--- src/rtl/sel_mux_reg_if.sv ---
// Bus bundle for sel_mux_reg: capture-side handshake, select controls and registered output side.
interface sel_mux_reg_if #(
    parameter int WIDTH  = 32,
    parameter int NUM_IN = 8
);
    localparam int SEL_W = $clog2(NUM_IN);

    logic [NUM_IN*WIDTH-1:0] in_data;
    logic [SEL_W-1:0]        sel;
    logic                    in_valid;
    logic                    in_ready;
    logic                    sel_load;
    logic                    sel_lock;
    logic [WIDTH-1:0]        out_data;
    logic [SEL_W-1:0]        out_sel;
    logic                    out_valid;
    logic                    out_ready;
    logic                    sel_err;
    logic [15:0]             err_cnt;

    modport master (
        output in_data, sel, in_valid, sel_load, sel_lock, out_ready,
        input  in_ready, out_data, out_sel, out_valid, sel_err, err_cnt
    );

    modport slave (
        input  in_data, sel, in_valid, sel_load, sel_lock, out_ready,
        output in_ready, out_data, out_sel, out_valid, sel_err, err_cnt
    );
endinterface

--- src/rtl/sel_mux_reg.sv ---
// Registered N-input selector with valid/ready output stage, lockable select
// register and out-of-range select detection with a saturating error count.
module sel_mux_reg #(
    parameter int WIDTH       = 32,
    parameter int NUM_IN      = 8,
    parameter int DEFAULT_IDX = 0
) (
    input  logic          clk,
    input  logic          reset_n,
    sel_mux_reg_if.slave  bus
);
    localparam int               SEL_W   = $clog2(NUM_IN);
    localparam logic [SEL_W-1:0] DEF_SEL = SEL_W'(DEFAULT_IDX);

    if (NUM_IN < 2 || NUM_IN > 256 || DEFAULT_IDX < 0 || DEFAULT_IDX >= NUM_IN) begin : g_bad_params
        $error("sel_mux_reg: NUM_IN must be 2..256 and DEFAULT_IDX < NUM_IN");
    end

    logic [WIDTH-1:0] in_arr [NUM_IN];
    logic             in_range;
    logic [SEL_W-1:0] fixed_sel;
    logic [SEL_W-1:0] eff_sel;
    logic             err;
    logic             capture;

    logic [WIDTH-1:0] out_data_q,  out_data_d;
    logic [SEL_W-1:0] out_sel_q,   out_sel_d;
    logic             sel_err_q,   sel_err_d;
    logic             out_valid_q, out_valid_d;
    logic [SEL_W-1:0] lock_q,      lock_d;
    logic [15:0]      err_cnt_q,   err_cnt_d;

    always_comb begin
        for (int k = 0; k < NUM_IN; k++) begin
            in_arr[k] = bus.in_data[k*WIDTH +: WIDTH];
        end
    end

    // For power-of-two NUM_IN every select is in range, so err folds to 0.
    assign in_range  = ({{(32-SEL_W){1'b0}}, bus.sel} < 32'(NUM_IN));
    assign fixed_sel = in_range ? bus.sel : DEF_SEL;
    assign eff_sel   = bus.sel_lock ? lock_q : fixed_sel;
    assign err       = !bus.sel_lock && !in_range;

    assign bus.in_ready = !out_valid_q || bus.out_ready;
    assign capture      = bus.in_valid && bus.in_ready;

    always_comb begin
        out_data_d  = out_data_q;
        out_sel_d   = out_sel_q;
        sel_err_d   = sel_err_q;
        out_valid_d = out_valid_q;
        lock_d      = lock_q;
        err_cnt_d   = err_cnt_q;

        if (bus.sel_load) begin
            lock_d = fixed_sel;
        end

        if (capture) begin
            out_data_d  = in_arr[eff_sel];
            out_sel_d   = eff_sel;
            sel_err_d   = err;
            out_valid_d = 1'b1;
            if (err && err_cnt_q != 16'hFFFF) begin
                err_cnt_d = err_cnt_q + 16'd1;
            end
        end else if (out_valid_q && bus.out_ready) begin
            out_valid_d = 1'b0;
        end
    end

    always_ff @(posedge clk) begin
        if (!reset_n) begin
            out_data_q  <= '0;
            out_sel_q   <= DEF_SEL;
            sel_err_q   <= 1'b0;
            out_valid_q <= 1'b0;
            lock_q      <= DEF_SEL;
            err_cnt_q   <= '0;
        end else begin
            out_data_q  <= out_data_d;
            out_sel_q   <= out_sel_d;
            sel_err_q   <= sel_err_d;
            out_valid_q <= out_valid_d;
            lock_q      <= lock_d;
            err_cnt_q   <= err_cnt_d;
        end
    end

    assign bus.out_data  = out_data_q;
    assign bus.out_sel   = out_sel_q;
    assign bus.sel_err   = sel_err_q;
    assign bus.out_valid = out_valid_q;
    assign bus.err_cnt   = err_cnt_q;
endmodule

--- src/flat_wrapper.sv ---
// flat-port wrapper written by rule: the top's interface ports become plain ports
module sel_mux_reg_flat 
#(
    parameter int WIDTH       = 32,
    parameter int NUM_IN      = 8,
    parameter int DEFAULT_IDX = 0
)
  (clk, reset_n, bus_in_data, bus_sel, bus_in_valid, bus_sel_load, bus_sel_lock, bus_out_ready, bus_in_ready, bus_out_data, bus_out_sel, bus_out_valid, bus_sel_err, bus_err_cnt);
  sel_mux_reg_if #(.WIDTH(WIDTH), .NUM_IN(NUM_IN)) bus_i ();
  input  logic clk;
  input  logic reset_n;
  input wire logic [$bits(bus_i.in_data)-1:0] bus_in_data;
  input wire logic [$bits(bus_i.sel)-1:0] bus_sel;
  input wire logic [$bits(bus_i.in_valid)-1:0] bus_in_valid;
  input wire logic [$bits(bus_i.sel_load)-1:0] bus_sel_load;
  input wire logic [$bits(bus_i.sel_lock)-1:0] bus_sel_lock;
  input wire logic [$bits(bus_i.out_ready)-1:0] bus_out_ready;
  output wire logic [$bits(bus_i.in_ready)-1:0] bus_in_ready;
  output wire logic [$bits(bus_i.out_data)-1:0] bus_out_data;
  output wire logic [$bits(bus_i.out_sel)-1:0] bus_out_sel;
  output wire logic [$bits(bus_i.out_valid)-1:0] bus_out_valid;
  output wire logic [$bits(bus_i.sel_err)-1:0] bus_sel_err;
  output wire logic [$bits(bus_i.err_cnt)-1:0] bus_err_cnt;
  assign bus_i.in_data = bus_in_data;
  assign bus_i.sel = bus_sel;
  assign bus_i.in_valid = bus_in_valid;
  assign bus_i.sel_load = bus_sel_load;
  assign bus_i.sel_lock = bus_sel_lock;
  assign bus_i.out_ready = bus_out_ready;
  assign bus_in_ready = bus_i.in_ready;
  assign bus_out_data = bus_i.out_data;
  assign bus_out_sel = bus_i.out_sel;
  assign bus_out_valid = bus_i.out_valid;
  assign bus_sel_err = bus_i.sel_err;
  assign bus_err_cnt = bus_i.err_cnt;
  sel_mux_reg #(.WIDTH(WIDTH), .NUM_IN(NUM_IN), .DEFAULT_IDX(DEFAULT_IDX)) u_core (.clk(clk), .reset_n(reset_n), .bus(bus_i));
endmodule
--- config.mk ---
export PLATFORM = sky130hd
export DESIGN_NAME = sel_mux_reg_flat
export DESIGN_NICKNAME = d
export VERILOG_FILES = /design/src/rtl/sel_mux_reg_if.sv /design/src/rtl/sel_mux_reg.sv /design/src/flat_wrapper.sv
export SDC_FILE = /design/constraint.sdc
export NUM_CORES = 1
export LEC_CHECK = 0
export CORE_MARGIN = 10
export CORE_UTILIZATION = 30
export DETAILED_ROUTE_END_ITERATION = 10
export PLACE_DENSITY_LB_ADDON = 0.05
export SLEW_MARGIN = 20
export SYNTH_ARGS = -nofsm -noshare
export SYNTH_HDL_FRONTEND = slang
export SYNTH_SLANG_ARGS = --single-unit
export TNS_END_PERCENT = 10
--- constraint.sdc ---
create_clock -name clk -period 2.4 [get_ports clk]
set_input_delay 0.48 -clock clk [delete_from_list [all_inputs] [get_ports clk]]
set_output_delay 0.48 -clock clk [all_outputs]
set_load 0.1 [all_outputs]
[Yosys cells after proc, flatten, opt, wreduce, memory -nomap -nowiden]
Cells that the tools add are included.
Word-level totals
  register bits: 39
  input bits: 265
  output and inout port bits: 54
Cells by class
  muxes and demuxes: 6
  reductions and logical operators: 5
  $lt $le $gt $ge: 1
  bitwise gates (word level): 1
Operator list (count)
  $bmux W32 S3: 1
  $mux W32: 2
  $ge A4 B4 Y1 const B: 1
  $not A3 Y4: 1
  $mux W3: 1
  $logic_and A1 B1 Y1: 2
  $mux W1: 2
  $reduce_bool A2 Y1: 1
  $logic_not A1 Y1: 1
  $logic_or A1 B1 Y1: 1

[Longest topological paths before layout]
Gate-level depths: netlist (run 1).
  word-level depth: 5
  mapped depth: 6

[Least setup slack after synthesis (run 1)]
OpenSTA, ideal clock, no wires.
  path type: register to register
  from: register u_core.out_valid_q (netlist: u_core.bus.out_valid)
  to: register u_core.out_data_q[1] (netlist: u_core.bus.out_data[1])
  stages on the path, launching flop included: 7
  arrival time: 2.803 ns
  period minus slack after synthesis: 2.924 ns
  path slack: -0.524 ns
  setup time: 0.120 ns
  path buffers: 2
  path through: dfxtp_1 > nand2b_1 > and3_1 > clkbuf_1 > clkbuf_1 > a22oi_1 > a21boi_1
On the way
  word-level cells in the longest chain between the ends: 3
RTL lines
  from (decl): line sel_mux_reg.sv:29  | logic out_valid_q, out_valid_d;
  from (signal assigned): line sel_mux_reg.sv:85  | out_valid_q <= out_valid_d;
  $logic_not A1 Y1: line sel_mux_reg.sv:45  | assign bus.in_ready = !out_valid_q || bus.out_ready;
  $logic_or A1 B1 Y1: line sel_mux_reg.sv:45
  via bus_in_ready: line flat_wrapper.sv:18  | output wire logic [$bits(bus_i.in_ready)-1:0] bus_in_ready;
  $logic_and A1 B1 Y1: line sel_mux_reg.sv:46  | assign capture = bus.in_valid && bus.in_ready;
  to (signal assigned): line sel_mux_reg.sv:82  | out_data_q <= out_data_d;
  to (decl): line sel_mux_reg.sv:26  | logic [WIDTH-1:0] out_data_q, out_data_d;
The timed path passes the listed nets, and every way through them passes these cells.
A chain may end at the register's enable or synchronous reset.

[Worst setup path in the final report (run 1)]
  from: input port bus_sel_lock
  to: register u_core.out_data_q[17] (netlist: u_core.bus.out_data[17])
On the way
  word-level cells in the longest chain between the ends: 5
RTL lines
  from (decl): line flat_wrapper.sv:16  | input wire logic [$bits(bus_i.sel_lock)-1:0] bus_sel_lock;
  $mux W3: line sel_mux_reg.sv:42  | assign eff_sel = bus.sel_lock ? lock_q : fixed_sel;
  $not A3 Y4 (implied by the code): line sel_mux_reg.sv:61  | out_data_d = in_arr[eff_sel];
  $bmux W32 S3: line sel_mux_reg.sv:61
  $mux W32 (implied by the code) (2 in series): line sel_mux_reg.sv:61
No other way between the ends. The select of a mux whose other input is x is not followed.

==> impl_metrics.py, run 1 <==
metrics = {
    "route": {
        "wire_per_inst_um": 22.74,
        "drtIter0Drc": 146,
        "drc": 0,
        "wirelength_um": 15990,
        "vias": 3552,
        "ant_nets": 0,
        "viasPerCell": 5.053,
        "dr.pass1.iters": 4,
    },
    "sta": {
        "finalSetupViolCount": 0,
        "fmax_mhz": 461.2,
        "fin_crit_ns": 2.168,
        "fin_crit_sh_pct": 90.34,
        "clock_skew_ns": 0.01073,
        "hold_viol_final": 0,
        "rsz0062_at_grt": "no",
        "drv_slew": 0,
    },
    "place": {
        "placed_area_sq_mm": 0.006351,
        "gp_congestion": 0.8652,
        "dp_hpwl_um": 13690,
        "port_buffers": 301,
    },
    "grt": {
        "grt_pass1_vias": 4069,
        "grtUsageTotal_pct": 19.42,
        "overflow": 0,
        "grt_start_max_net_pins": 50,
        "antenna_found_initial": 0,
        "grt_pass1_wl_um": 24360,
    },
    "layout": {
        "drive_above_1_share_pct": 22.20,
        "area_growth_pct": 94.96,
        "n_antenna_cell": 0,
        "post-route-cell-area_sq_mm": 0.006484,
        "fin_util_pct": 59.81,
        "fin_nets": 827,
    },
    "power_and_ir_drop": {
        "switching_share_pct": 37.07,
        "power_frac_comb_pct": 53.3,
        "power.leakage_uw": 0.002439,
        "ir_worst_vdd_uv": 308.5,
        "power_density_mw_per_mm2": 459.7,
        "power_frac_clock_pct": 22.1,
        "internal-power_uw": 1876,
        "netSwitchingPower_uw": 1105,
        "seqPwrFrac_pct": 24.6,
    },
    "clocking": {
        "h-tree-depth": 2,
        "cts_hold_buf": 0,
        "path_clk_slew_ns": 0.08,
        "post_cts_resize_count": 0,
        "clk_latency_ns": 0.29,
        "clock_path_buffers": 2,
        "clockRootBuffer": "clkbuf_8",
        "numCtsBuffers": 5,
        "clock-sinks": 39,
        "cts_tree": "yes",
        "post_cts_buffers": 0,
    },
    "setup_path": {
        "cp_slowest_cell": "clkdlybuf4s50_1",
        "cp_cell_sequence": "clkdlybuf4s50_1 > buf_4 > mux2i_4 > buf_12 > mux4_2 > a22oi_1 > a21boi_1",
        "worstSetupStartpoint": "bus_sel_lock",
        "start_kind": "primary input",
        "critPathCapture": "u_core.bus.out_data[17]",
        "r2r_setup_slack_ns": 0.62,
        "crit-reg2reg-launch": "u_core.lock_q[1]",
        "cp_num_cells": 7,
        "reg2regPathDepth": 5,
        "cp-end-kind": "register",
        "worstSetupPathType": "in2reg",
        "path_buf_inv": 3,
        "r2r-end": "u_core.bus.out_data[15]",
        "worst_ep_required_time_ns": 2.59,
        "critPathMaxStageDelay_ns": 0.50,
        "cp.arrival_ns": 2.35,
        "worst-path-max-fanout": 49,
        "cp_top_family": "buffers and inverters",
    },
    "die": {
        "rows": 38,
        "die_x_um": 125.3,
        "coreArea_sq_mm": 0.01084,
        "dieArea_sq_mm": 0.01570,
        "pin_count": 319,
        "die_y_um": 125.3,
        "initial_core_util_pct": 30.68,
    },
    "worst_hold_path": {
        "hold_class": "reg2reg",
    },
    "job": {
        "maxCapViolCount": 0,
    },
    "logic_synthesis": {
        "synth_cell_type_count": 28,
        "synth_seq_cells": 39,
        "synth.cell_area_sq_mm": 0.003326,
        "syn_avg_cell_area_sq_um": 12.41,
        "yosysWarnings": 0,
        "synthCells": 268,
        "seq_area_frac_synth_pct": 23.48,
    },
    "outcome": {
        "outcome": "completed",
    },
}
==> Yosys cell counts, drive strengths merged <==
master / count / area share [%]
a21boi: 33 / 7.4
a22oi: 32 / 7.2
and2: 1 / 0.19
and3: 1 / 0.19
buf: 30 / 7.8
clkbuf: 15 / 1.7
conb: 1 / 0.11
dfxtp: 39 / 23
inv: 1 / 0.11
mux2: 2 / 0.79
mux2i: 4 / 1.2
mux4: 64 / 44
nand2: 34 / 3.8
nand2b: 1 / 0.19
nor2: 3 / 0.34
nor2b: 3 / 0.56
nor3b: 2 / 0.60
o211a: 1 / 0.30
o21ai: 1 / 0.15
==> power groups by stage <==
stage	logic [uW]	clock network, uW	registers (uW)
after global routing	1670	699	742
after floorplan	611	0	1140
after detailed placement	1600	0	750
after CTS	1600	679	735
final	1590	657	734
after global placement	1590	0	748
==> per-layer routing <==
| layer | wire, um | track usage [%] | vias up |
|---|---|---|---|
| li1 | - | - | 1639 |
| met1 | 5656 | 20.01 | 1696 |
| met2 | 8455 | 35.73 | 205 |
| met3 | 1659 | 8.365 | 12 |
| met4 | 214 | 3.997 | 0 |
| met5 | 0 | 0 | - |
==> metrics by stage <==
| stage | total power [uW] | std cells | hold WS, ns | TNS (ns) | setup slack, ns |
|---|---|---|---|---|---|
| after floorplan | 1748 | 284 | 0.4766 | 0 | 0.2634 |
| after global placement | 2334 | 695 | 0.4388 | -0.8599 | -0.08385 |
| after detailed placement | 2350 | 695 | 0.4426 | -1.484 | -0.07288 |
| after CTS | 3018 | 703 | 0.4540 | 0 | 0.2361 |
| after global routing | 3108 | 703 | 0.4717 | 0 | 0.1144 |
| final | 2980 | 703 | 0.4513 | 0 | 0.2319 |
==> worst min-delay path by stage <==
stage / from / slack, ns / endpoint / cells past startpoint
6_report: u_core.bus.out_data[4] / 0.45 / u_core.bus.out_data[4] / 2
5_1_grt: u_core.bus.out_data[31] / 0.47 / u_core.bus.out_data[31] / 2
4_1_cts: u_core.bus.out_data[4] / 0.45 / u_core.bus.out_data[4] / 2
3_5_place_dp: u_core.bus.out_data[10] / 0.44 / u_core.bus.out_data[10] / 2
3_3_place_gp: u_core.bus.out_data[16] / 0.44 / u_core.bus.out_data[16] / 2
2_1_floorplan: u_core.lock_q[2] / 0.48 / u_core.lock_q[2] / 2
==> flip-flops by register name, summed over array words and instances, names as in the netlist <==
| register | cells |
|---|---|
| u_core.bus.out_data | 32 |
| u_core.bus.out_sel | 3 |
| u_core.bus.out_valid | 1 |
| u_core.lock_q | 3 |
==> final cells by class <==
cell class,instances,area [sq um]
Inverter,1,3.754
Multi-Input combinational cell,199,2307
Timing Repair Buffer,316,3083
Tap cell,140,175.2
Clock inverter,2,60.06
Clock buffer,6,72.57
Fill cell,939,4357
Sequential cell,39,782.0
==> cell usage in the layout (no fill, tap or decap), types with 2 or more instances in the layout <==
| cell | synthesis | final |
|---|---|---|
| nor2b_1 | 3 | 3 |
| buf_12 | 3 | 4 |
| a21boi_1 | 32 | 32 |
| nor2_1 | 3 | 3 |
| mux2i_1 | 4 | 3 |
| clkbuf_8 | 0 | 5 |
| mux4_1 | 4 | 4 |
| dfxtp_1 | 39 | 38 |
| buf_4 | 17 | 48 |
| conb_1 | 1 | 17 |
| mux4_2 | 60 | 60 |
| bufinv_16 | 0 | 2 |
| nand2_1 | 34 | 34 |
| a22oi_1 | 32 | 32 |
| clkdlybuf4s50_1 | 0 | 264 |
==> tightest hold or removal path, delay by kind of cell, from the launching register on <==
family | cells | cell delay, ns
compound gates | 1 | 0.05
simple gates | 1 | 0.05
flops | 1 | 0.31
==> cell families (layout without fill, tap and decap cells) <==
| family | after synthesis | in the layout | share of synthesized area, % |
|---|---|---|---|
| flip-flops | 39 | 39 | 23.48 |
| other | 1 | 17 | 0.1128 |
| buffers and inverters | 46 | 325 | 9.593 |
| AND/OR/NAND/NOR | 45 | 45 | 5.907 |
| multiplexers | 70 | 70 | 45.79 |
| AO/OA/AOI/OAI | 67 | 67 | 15.12 |
No activity file was read; power rests on OpenSTA's default activity.
==> inputs of run 2 (changes only) <==
Settings changed: DONT_BUFFER_PORTS set to 1, GPL_ROUTABILITY_DRIVEN set to 0.
==> impl_metrics.py, run 2 (synthesis results as in run 1) <==
metrics = {
    "layout": {
        "drive_above_1_share_pct": 40.82,
        "area_growth_pct": 13.02,
        "largest_register_ffs": 32,
        "layout_commonest_cell": "mux4_2",
        "n_antenna_cell": 0,
        "fin_nets": 558,
        "layout_common_cells": "60 x mux4_2, 44 x buf_4, 38 x dfxtp_1, 34 x nand2_1",
        "fill_cells": 1096,
    },
    "place": {
        "dp_hpwl_um": 11180,
        "pre_cts_ws_ns": 0.3881,
        "port_buffers": 0,
    },
    "setup_path": {
        "worstSetupPathType": "reg2reg",
        "start_kind": "register",
        "worst-path-max-fanout": 33,
        "worst_ep_required_time_ns": 2.57,
        "crit-reg2reg-launch": "u_core.lock_q[1]",
        "r2r_setup_slack_ns": 0.58,
        "r2r-end": "u_core.bus.out_data[8]",
        "cp.arrival_ns": 1.99,
        "cp-end-kind": "register",
        "reg2regPathDepth": 5,
    },
    "grt": {
        "grt_pass1_wl_um": 19110,
        "overflow": 0,
        "grtUsageTotal_pct": 15.55,
        "grt_pass1_vias": 2915,
        "grt_start_max_net_pins": 40,
        "antenna_found_initial": 0,
    },
    "worst_hold_path": {
        "min_delay_path_depth": 1,
        "hold_class": "in2reg",
        "worstHoldStart": "reset_n",
        "whs_endpoint": "u_core.lock_q[2]",
    },
    "route": {
        "drtIter0Drc": 121,
        "drc": 0,
        "vias": 2475,
        "ant_nets": 0,
        "dr_wl_met2_um": 6963,
        "met3WireLength_um": 1629,
        "wirelength_um": 12950,
        "dr.max_layer_used": "met4",
        "wl_met1_um": 4278,
        "viasPerCell": 5.703,
        "dr.pass1.iters": 4,
        "wire_per_inst_um": 29.84,
    },
    "sta": {
        "fin_crit_ns": 1.821,
        "drv_slew": 0,
        "fin_crit_sh_pct": 75.87,
        "rsz0062_at_grt": "no",
        "setup_tns_ns": 0,
        "hold_viol_final": 0,
        "setup_ws_ns": 0.5790,
        "fmax_mhz": 549.2,
        "fin_hold_ws_ns": 0.3304,
        "finalSetupViolCount": 0,
        "clock_skew_ns": 0.009991,
    },
    "die": {
        "dieArea_sq_mm": 0.01570,
        "initial_core_util_pct": 30.68,
        "coreArea_sq_mm": 0.01084,
        "rows": 38,
        "die_x_um": 125.3,
        "die_y_um": 125.3,
        "pin_count": 319,
    },
    "job": {
        "maxCapViolCount": 0,
    },
    "clocking": {
        "post_cts_buffers": 0,
        "cts_hold_buf": 0,
        "h-tree-depth": 2,
        "clockRootBuffer": "clkbuf_8",
        "cts_tree": "yes",
        "numCtsBuffers": 5,
        "post_cts_resize_count": 0,
        "clock-sinks": 39,
        "clock_path_buffers": 2,
        "clk_latency_ns": 0.29,
        "path_clk_slew_ns": 0.08,
    },
    "power_and_ir_drop": {
        "power.leakage_uw": 0.001361,
        "ir_worst_vdd_uv": 232.0,
        "power_density_mw_per_mm2": 627.0,
    },
    "outcome": {
        "outcome": "completed",
    },
}
run 2: changes by cell type in the layout (fill, tap and decap cells not counted), sizes merged:
cell           before  now
clkbuf              6    8
bufinv              2    0
clkdlybuf4s50     264    0
buf                52   47
run 2: routing by layer:
layer / track usage [%] / vias to the layer above
met5: 0 / -
met4: 2.981 / 0
met3: 8.112 / 4
met2: 28.79 / 202
met1: 15.12 / 1173
li1: - / 1096
run 2: worst max-delay path, stage by stage (launching register included):
cell	delay (ns)
dfxtp_1	0.34
mux2_4	0.18
buf_12	0.25
mux4_2	0.54
a22oi_1	0.27
a21boi_1	0.10
run 2: worst max path at each step:
stage | startpoint | end | slack [ns]
global route | u_core.lock_q[1] | u_core.bus.out_data[15] | 0.47
floorplan | u_core.bus.out_valid | u_core.bus.out_data[1] | 0.26
finish | u_core.lock_q[1] | u_core.bus.out_data[8] | 0.58
detailed placement | bus_sel_lock | u_core.bus.out_data[30] | 0.39
global placement | bus_sel_lock | u_core.bus.out_data[30] | 0.38
CTS | u_core.lock_q[1] | u_core.bus.out_data[8] | 0.56
run 2: power breakdown:
part	switching, uW	internal, uW
Sequential	17.2	704
Clock	229	263
Combinational	765	378
Total	1010	1350
run 2: area by class of cell:
type | instances | area, sq um | area share [%]
multi-input cells | 199 | 2307 | 61.38
flip-flops and latches | 39 | 782.0 | 20.81
repair buffers | 47 | 390.4 | 10.39
well taps | 140 | 175.2 | 4.660
clock buffers | 8 | 100.1 | 2.663
inverters | 1 | 3.754 | 0.09987
run 2: through the flow:
stage	instances	total power, uW	utilization (%)	instance area, sq um
finish	434	2357	34.67	3759
global route	434	2481	34.67	3759
CTS	434	2402	34.67	3759
detailed placement	426	1893	33.75	3659
global placement	426	1891	33.75	3659
floorplan	284	1748	-	3390
==> inputs of run 3 (changes only) <==
Clock period 2.4 ns to 1.8 ns, I/O delays scaled along.
==> impl_metrics.py, run 3 (synthesis results as in run 1) <==
metrics = {
    "route": {
        "dr.pass1.iters": 4,
        "vias": 2579,
        "drtIter0Drc": 85,
        "ant_nets": 0,
        "viasPerCell": 5.731,
        "drc": 0,
        "wire_per_inst_um": 31.27,
        "wirelength_um": 14070,
    },
    "die": {
        "pin_count": 319,
        "coreArea_sq_mm": 0.01084,
        "initial_core_util_pct": 30.68,
        "rows": 38,
        "die_y_um": 125.3,
        "dieArea_sq_mm": 0.01570,
        "die_x_um": 125.3,
    },
    "worst_hold_path": {
        "hold_class": "in2reg",
        "min_delay_path_depth": 1,
        "worstHoldStart": "reset_n",
    },
    "sta": {
        "finalSetupViolCount": 0,
        "rsz0062_at_grt": "yes",
        "fmax_mhz": 562.5,
        "setup_tns_ns": 0,
        "clock_skew_ns": 0.008442,
        "drv_slew": 0,
        "fin_crit_ns": 1.778,
        "hold_viol_final": 0,
        "setup_ws_ns": 0.02233,
        "fin_crit_sh_pct": 98.76,
    },
    "place": {
        "dp_hpwl_um": 11210,
        "pre_cts_ws_ns": -0.04749,
        "port_buffers": 0,
    },
    "outcome": {
        "outcome": "completed",
    },
    "grt": {
        "grt_util_met2_pct": 28.42,
        "grt_pass1_vias": 2797,
        "grtUsageMet3_pct": 7.182,
        "grt_pass1_wl_um": 19270,
        "antenna_found_initial": 0,
        "grt_start_max_net_pins": 40,
        "grtUsageTotal_pct": 15.56,
        "grt_most_used_layer": "met2",
        "overflow": 0,
        "use_met1_pct": 16.05,
    },
    "setup_path": {
        "crit-reg2reg-launch": "u_core.lock_q[1]",
        "r2r_setup_slack_ns": 0.02,
        "reg2regPathDepth": 6,
        "worst_ep_required_time_ns": 1.99,
        "cp-end-kind": "register",
        "worst-path-max-fanout": 8,
        "worstSetupStartpoint": "u_core.lock_q[1]",
        "worstSetupPathType": "reg2reg",
        "cp.arrival_ns": 1.96,
        "start_kind": "register",
    },
    "clocking": {
        "path_clk_slew_ns": 0.08,
        "clockRootBuffer": "clkbuf_8",
        "clock-sinks": 39,
        "cts_hold_buf": 0,
        "clock_path_buffers": 2,
        "numCtsBuffers": 5,
        "h-tree-depth": 2,
        "clk_latency_ns": 0.29,
        "cts_tree": "yes",
    },
    "job": {
        "maxCapViolCount": 0,
    },
    "power_and_ir_drop": {
        "ir_worst_vdd_uv": 315.2,
        "power_density_mw_per_mm2": 803.7,
        "power.leakage_uw": 0.001510,
        "total_power_uw": 3352,
    },
    "layout": {
        "largest_register_ffs": 32,
        "drive_above_1_share_pct": 53.23,
        "n_antenna_cell": 0,
        "fill_cells": 1095,
        "layout_commonest_cell": "mux4_2",
        "area_growth_pct": 25.40,
        "layout_common_cells": "60 x mux4_2, 50 x buf_4, 37 x dfxtp_1, 34 x nand2_1, 32 x a21boi_1",
        "fin_nets": 574,
    },
}
run 3: critical path, cell delays in order (launching register included):
cell       delay (ns)
dfxtp_2          0.33
mux2_4           0.31
buf_4            0.17
clkbuf_16        0.17
mux4_2           0.43
a22oi_2          0.18
a21boi_1         0.08
run 3: final cells by class:
class | instances | area (sq um) | area share (%)
Timing Repair Buffer | 63 | 653.1 | 15.66
Sequential cell | 39 | 785.8 | 18.84
Multi-Input combinational cell | 199 | 2452 | 58.81
Clock buffer | 8 | 100.1 | 2.400
Inverter | 1 | 3.754 | 0.09001
Tap cell | 140 | 175.2 | 4.200
run 3: through the flow:
| stage | utilization [%] | hold slack (ns) | instance area (sq um) | instances |
|---|---|---|---|---|
| after floorplan | - | 0.4766 | 3397 | 284 |
| after global placement | 33.93 | 0.4398 | 3679 | 426 |
| after detailed placement | 33.93 | 0.4434 | 3679 | 426 |
| after CTS | 34.86 | 0.1846 | 3779 | 434 |
| after global routing | 38.47 | 0.1801 | 4170 | 450 |
| final | 38.47 | 0.1976 | 4170 | 450 |
run 3: report_power, final:
group          internal (uW)  leakage (uW)  switching [uW]
Sequential               938      0.000322            27.6
Combinational            619       0.00114            1100
Clock                    350     0.0000515             320
run 3: final timing paths:
check,end
setup / recovery,u_core.bus.out_data[7]
hold reg to reg,u_core.bus.out_data[0]
setup reg to reg,u_core.bus.out_data[7]
hold / removal,u_core.lock_q[1]
run 3: routing by layer:
metal / vias to the layer above / share of wire, %
li1: 1127 / -
met1: 1257 / 34
met2: 187 / 54
met3: 8 / 11
met4: 0 / 0.79
met5: - / 0
run 3: timing repair:
| action | in CTS | in global routing |
|---|---|---|
| setup buffers | 0 | 11 |
| gates resized for setup | 0 | 34 |
| pin swaps | 0 | 28 |
| gates cloned | 0 | 5 |
| endpoints found under the setup margin | 1 | 32 |
==> edit 1: new RTL, flow settings as in run 1 <==
Take the reset off `out_data_q` and load it in a clocked block of its own.
--- a/src/rtl/sel_mux_reg.sv
+++ b/src/rtl/sel_mux_reg.sv
@@ -74,3 +74,2 @@
         if (!reset_n) begin
-            out_data_q  <= '0;
             out_sel_q   <= DEF_SEL;
@@ -81,3 +80,2 @@
         end else begin
-            out_data_q  <= out_data_d;
             out_sel_q   <= out_sel_d;
@@ -88,2 +86,6 @@
         end
+    end
+
+    always_ff @(posedge clk) begin
+        out_data_q <= out_data_d;
     end
Check against the original RTL: not equivalent (a bounded check fails within 4 cycles, from zero or initial values and one cycle with reset_n low).
==> edit 1 against run 1 <==
Sequential cell count unchanged; maximum frequency decreased by 4.3%; total power increased by 16%; sequential share of layout area increased by 3.1 points; final area increased by 12%; synthesized area increased by 17%; worst setup slack got worse by 96 ps; count of clock-buffer cells in the layout increased by 2; routed wire length increased by 27%; register-to-register slack got worse by 240 ps; critical path depth decreased by 1; combinational power increased by 13%; clock power increased by 24%.
==> edit 1: results (changes against run 1) <==
| Metric | Value |
|---|---|
| Worst R2R End | `u_core.bus.out_data[20] (was u_core.bus.out_data[15])` |
| First-pass GRT wire length | `30,300 um (was 24,400 um)` |
| Syn Area/Cell | `9.02 sq um (was 12.4 sq um)` |
| Largest net degree at the start of global routing | `45 (was 50)` |
| Dpl ws | `-129 ps (was -72.9 ps)` |
| Post-synth EDFFs | `32 (was 0)` |
| # placed instances | `887 (was 695)` |
| Mux contribution to synthesized area | `17.8% (was 45.8%)` |
| Outcome | `finished clean (unchanged)` |
| Largest family of logic cells by synthesized area | `compound AO/OA/AOI/OAI gates (was multiplexers)` |
| M3 GR Usage | `6.87% (was 8.37%)` |
| Min-delay src | `u_core.bus.out_sel[0] (was u_core.bus.out_data[4])` |
| Final Skew | `5.94 ps (was 10.7 ps)` |
| Vias in the first global route | `5,152 (was 4,069)` |
| GP Congestion | `0.834 (was 0.865)` |
| Worst-path clk slew | `60 ps (was 80 ps)` |
| Routing usage on met1 | `24.0% (was 20.0%)` |
| Crit path max fanout | `25 (was 49)` |
| Metal-1 WL | `7700 um (was 5660 um)` |
| Fin nets | `987 (was 827)` |
| Post-synth cell types | `38 (was 28)` |
| Worst setup path end | `u_core.bus.out_data[20] (was u_core.bus.out_data[17])` |
| Flop-to-flop setup slack | `380 ps (was 620 ps)` |
| Worst VDD drop | `315 uV (was 309 uV)` |
| Vias per cell | `5.28 (was 5.05)` |
| Register area share after synthesis | `28.3% (was 23.5%)` |
| DR WL met2 | `10,400 um (was 8460 um)` |
| Post-route non-filler standard cell count | `896 (was 703)` |
| FF-to-FF Start | `u_core.lock_q[0] (was u_core.lock_q[1])` |
| Share of layout cells above drive strength 1 | `11.6% (was 22.2%)` |
| Placed Area | `0.00709 sq mm (was 0.00635 sq mm)` |
| All-layer global routing usage | `21.5% (was 19.4%)` |
| Clock Tree Root | `clkbuf_16 (was clkbuf_8)` |
edit 1: power groups by stage:
stage / registers, W / clock network [W] / logic (W)
final: 0.000852 / 0.000816 / 0.00180
after global routing: 0.000858 / 0.000848 / 0.00190
after floorplan: 0.00131 / 0 / 0.000646
after global placement: 0.000865 / 0 / 0.00178
after CTS: 0.000853 / 0.000827 / 0.00181
after detailed placement: 0.000867 / 0 / 0.00180
edit 1: worst max-delay path, stage by stage:
cell             delay, ps
clkdlybuf4s50_1        630
mux2i_4                410
buf_12                 240
buf_12                 140
mux2i_1                 70
a222oi_1               370
edit 1: kinds of logic after synthesis:
kind of cell           after synthesis
AOI/OAI and AO/OA                  172
and+or+nand+nor                     86
muxes                               68
buffers and inverters               65
DFF                                 39
other                                1
edit 1: layout make-up:
type	instances	area, sq um
Fill cell	1202	5400
Timing Repair Buffer	329	3300
Multi-Input combinational cell	343	2450
Tap cell	172	215
Antenna cell	1	2.50
Clock buffer	8	179
Inverter	4	15.0
Sequential cell	39	1100
==> edit 2: new RTL, settings of run 1 <==
Without the edit above. Reset style: asynchronous (`reset_n`), changed in one clocked block.
--- a/src/rtl/sel_mux_reg.sv
+++ b/src/rtl/sel_mux_reg.sv
@@ -72,3 +72,3 @@
 
-    always_ff @(posedge clk) begin
+    always_ff @(posedge clk or negedge reset_n) begin
         if (!reset_n) begin
Formal check against the unedited RTL: differs if reset_n is asserted again (counterexample within 4 cycles, from zero or initial values and one cycle with reset_n low); with reset_n held inactive, the same outputs for 10 cycles.
==> edit 2 against run 1 <==
Clock skew down 4.6 ps; final area up 9.8%; sequential share of layout area up 1.6 points; synthesized area up 8.1%; sequential cell count unchanged; routed wire length up 12%; worst setup slack worse by 93 ps; total power up 44%; die area up 6.8%.
==> edit 2: results (changes against run 1) <==
| Metric | Value |
|---|---|
| Outcome | `finished clean (unchanged)` |
| # placed instances | `793 (was 695)` |
| Share of layout cells above drive strength 1 | `15.8% (was 22.2%)` |
| Top-count cell post-synth | `mux2i_1 (was mux4_2)` |
| Mux contribution to synthesized area | `47.6% (was 45.8%)` |
| Initial antenna violation count | `0 (unchanged)` |
| Via count | `4,005 (was 3,552)` |
| Clock Tree Root | `clkbuf_16 (was clkbuf_8)` |
| Synth cell count leaders | `162 x mux2i_1, 39 x dfrtp_1, 32 x a221o_1, 32 x buf_4, 32 x o22ai_1 (was 60 x mux4_2, 39 x dfxtp_1, 34 x nand2_1)` |
| Flop-to-flop setup slack | `600 ps (was 620 ps)` |
| FFs w/ async S/R, synth | `100% (was 0%)` |
| Dpl ws | `-164 ps (was -72.9 ps)` |
| Post-synth cell types | `18 (was 28)` |
| HPWL after detailed placement | `15,400 um (was 13,700 um)` |
| Largest net degree at the start of global routing | `28 (was 50)` |
| Crit path max fanout | `17 (was 49)` |
| GP Congestion | `0.798 (was 0.865)` |
| Cells after synthesis | `332 (was 268)` |
| All-layer global routing usage | `20.1% (was 19.4%)` |
| Worst VDD drop | `287 uV (was 309 uV)` |
| Routed len/inst | `22.3 um (was 22.7 um)` |
| Vias in the first global route | `4,667 (was 4,069)` |
| First-pass GRT wire length | `26,200 um (was 24,400 um)` |
| Critical path arrival | `2420 ps (was 2350 ps)` |
| Cell Int Power | `0.00221 W (was 0.00188 W)` |
| Post-CTS resize count | `0 (unchanged)` |
| Leak pwr | `3.28 nW (was 2.44 nW)` |
| Hold Crit Class | `primary input to asynchronous set/reset pin (was flop to flop)` |
| Top cells by area, synth | `mux2i_1 45%, dfrtp_1 27%, a221o_1 8.9% (was mux4_2 41%, dfxtp_1 23%, a21boi_1 7.2%)` |
| Worst-path clk slew | `60 ps (was 80 ps)` |
| Fillcell total | `1,023 (was 939)` |
| WS Path Type | `primary input to flop (unchanged)` |
| Register area share after synthesis | `27.1% (was 23.5%)` |
| Total CTS buffers | `5 (unchanged)` |
| FF-to-FF Start | `u_core.lock_q[0] (was u_core.lock_q[1])` |
| Compound-Gate Fraction of Synth Area | `14.8% (was 15.1%)` |
| Fin nets | `922 (was 827)` |
| Crit path from | `bus_sel_lock (unchanged)` |
| Reg2Reg Depth | `6 (was 5)` |
| Hold_ws | `225 ps (was 451 ps)` |
| Worst R2R End | `u_core.bus.out_data[29] (was u_core.bus.out_data[15])` |
| Maximum clock frequency | `442 MHz (was 461 MHz)` |
| Routed wire length | `17,900 um (was 16,000 um)` |
| Clock Power Share | `15.1% (was 22.1%)` |
| DRT iter0 DRCs | `78 (was 146)` |
| Placed Area | `0.00698 sq mm (was 0.00635 sq mm)` |
| First-pass DRT Iterations | `4 (unchanged)` |
| Final Skew | `6.11 ps (was 10.7 ps)` |
| Power Sequential | `0.000892 W (was 0.000734 W)` |
| Dominant synthesized flop cell | `dfrtp_1 (was dfxtp_1)` |
edit 2: area by class of cell:
cell class	instances	area share (%)
Clock inverter	2	0.176
Clock buffer	6	1.81
Multi-Input combinational cell	263	33.6
Timing Repair Buffer	348	48.2
Tap cell	143	2.51
Sequential cell	39	13.7
edit 2: stage by stage:
| stage | total power [W] | util (%) |
|---|---|---|
| 2_1_floorplan | 0.00267 | - |
| 3_3_place_gp | 0.00363 | 60.3 |
| 3_5_place_dp | 0.00366 | 60.3 |
| 4_1_cts | 0.00432 | 61.6 |
| 5_1_grt | 0.00446 | 61.6 |
| 6_report | 0.00428 | 61.6 |
edit 2: critical path, cell delays in order:
cell and delay [ps]:
clkdlybuf4s50_1 550, mux2i_4 330, buf_12 210, buf_12 170
mux2i_1 220, mux2i_1 110, a221o_1 330
edit 2: layer usage:
metal  GRT usage (%)  wire, um
met1            19.6      6300
met2            39.1      9620
met3            7.95      1700
met4            4.37       240
met5               0         0
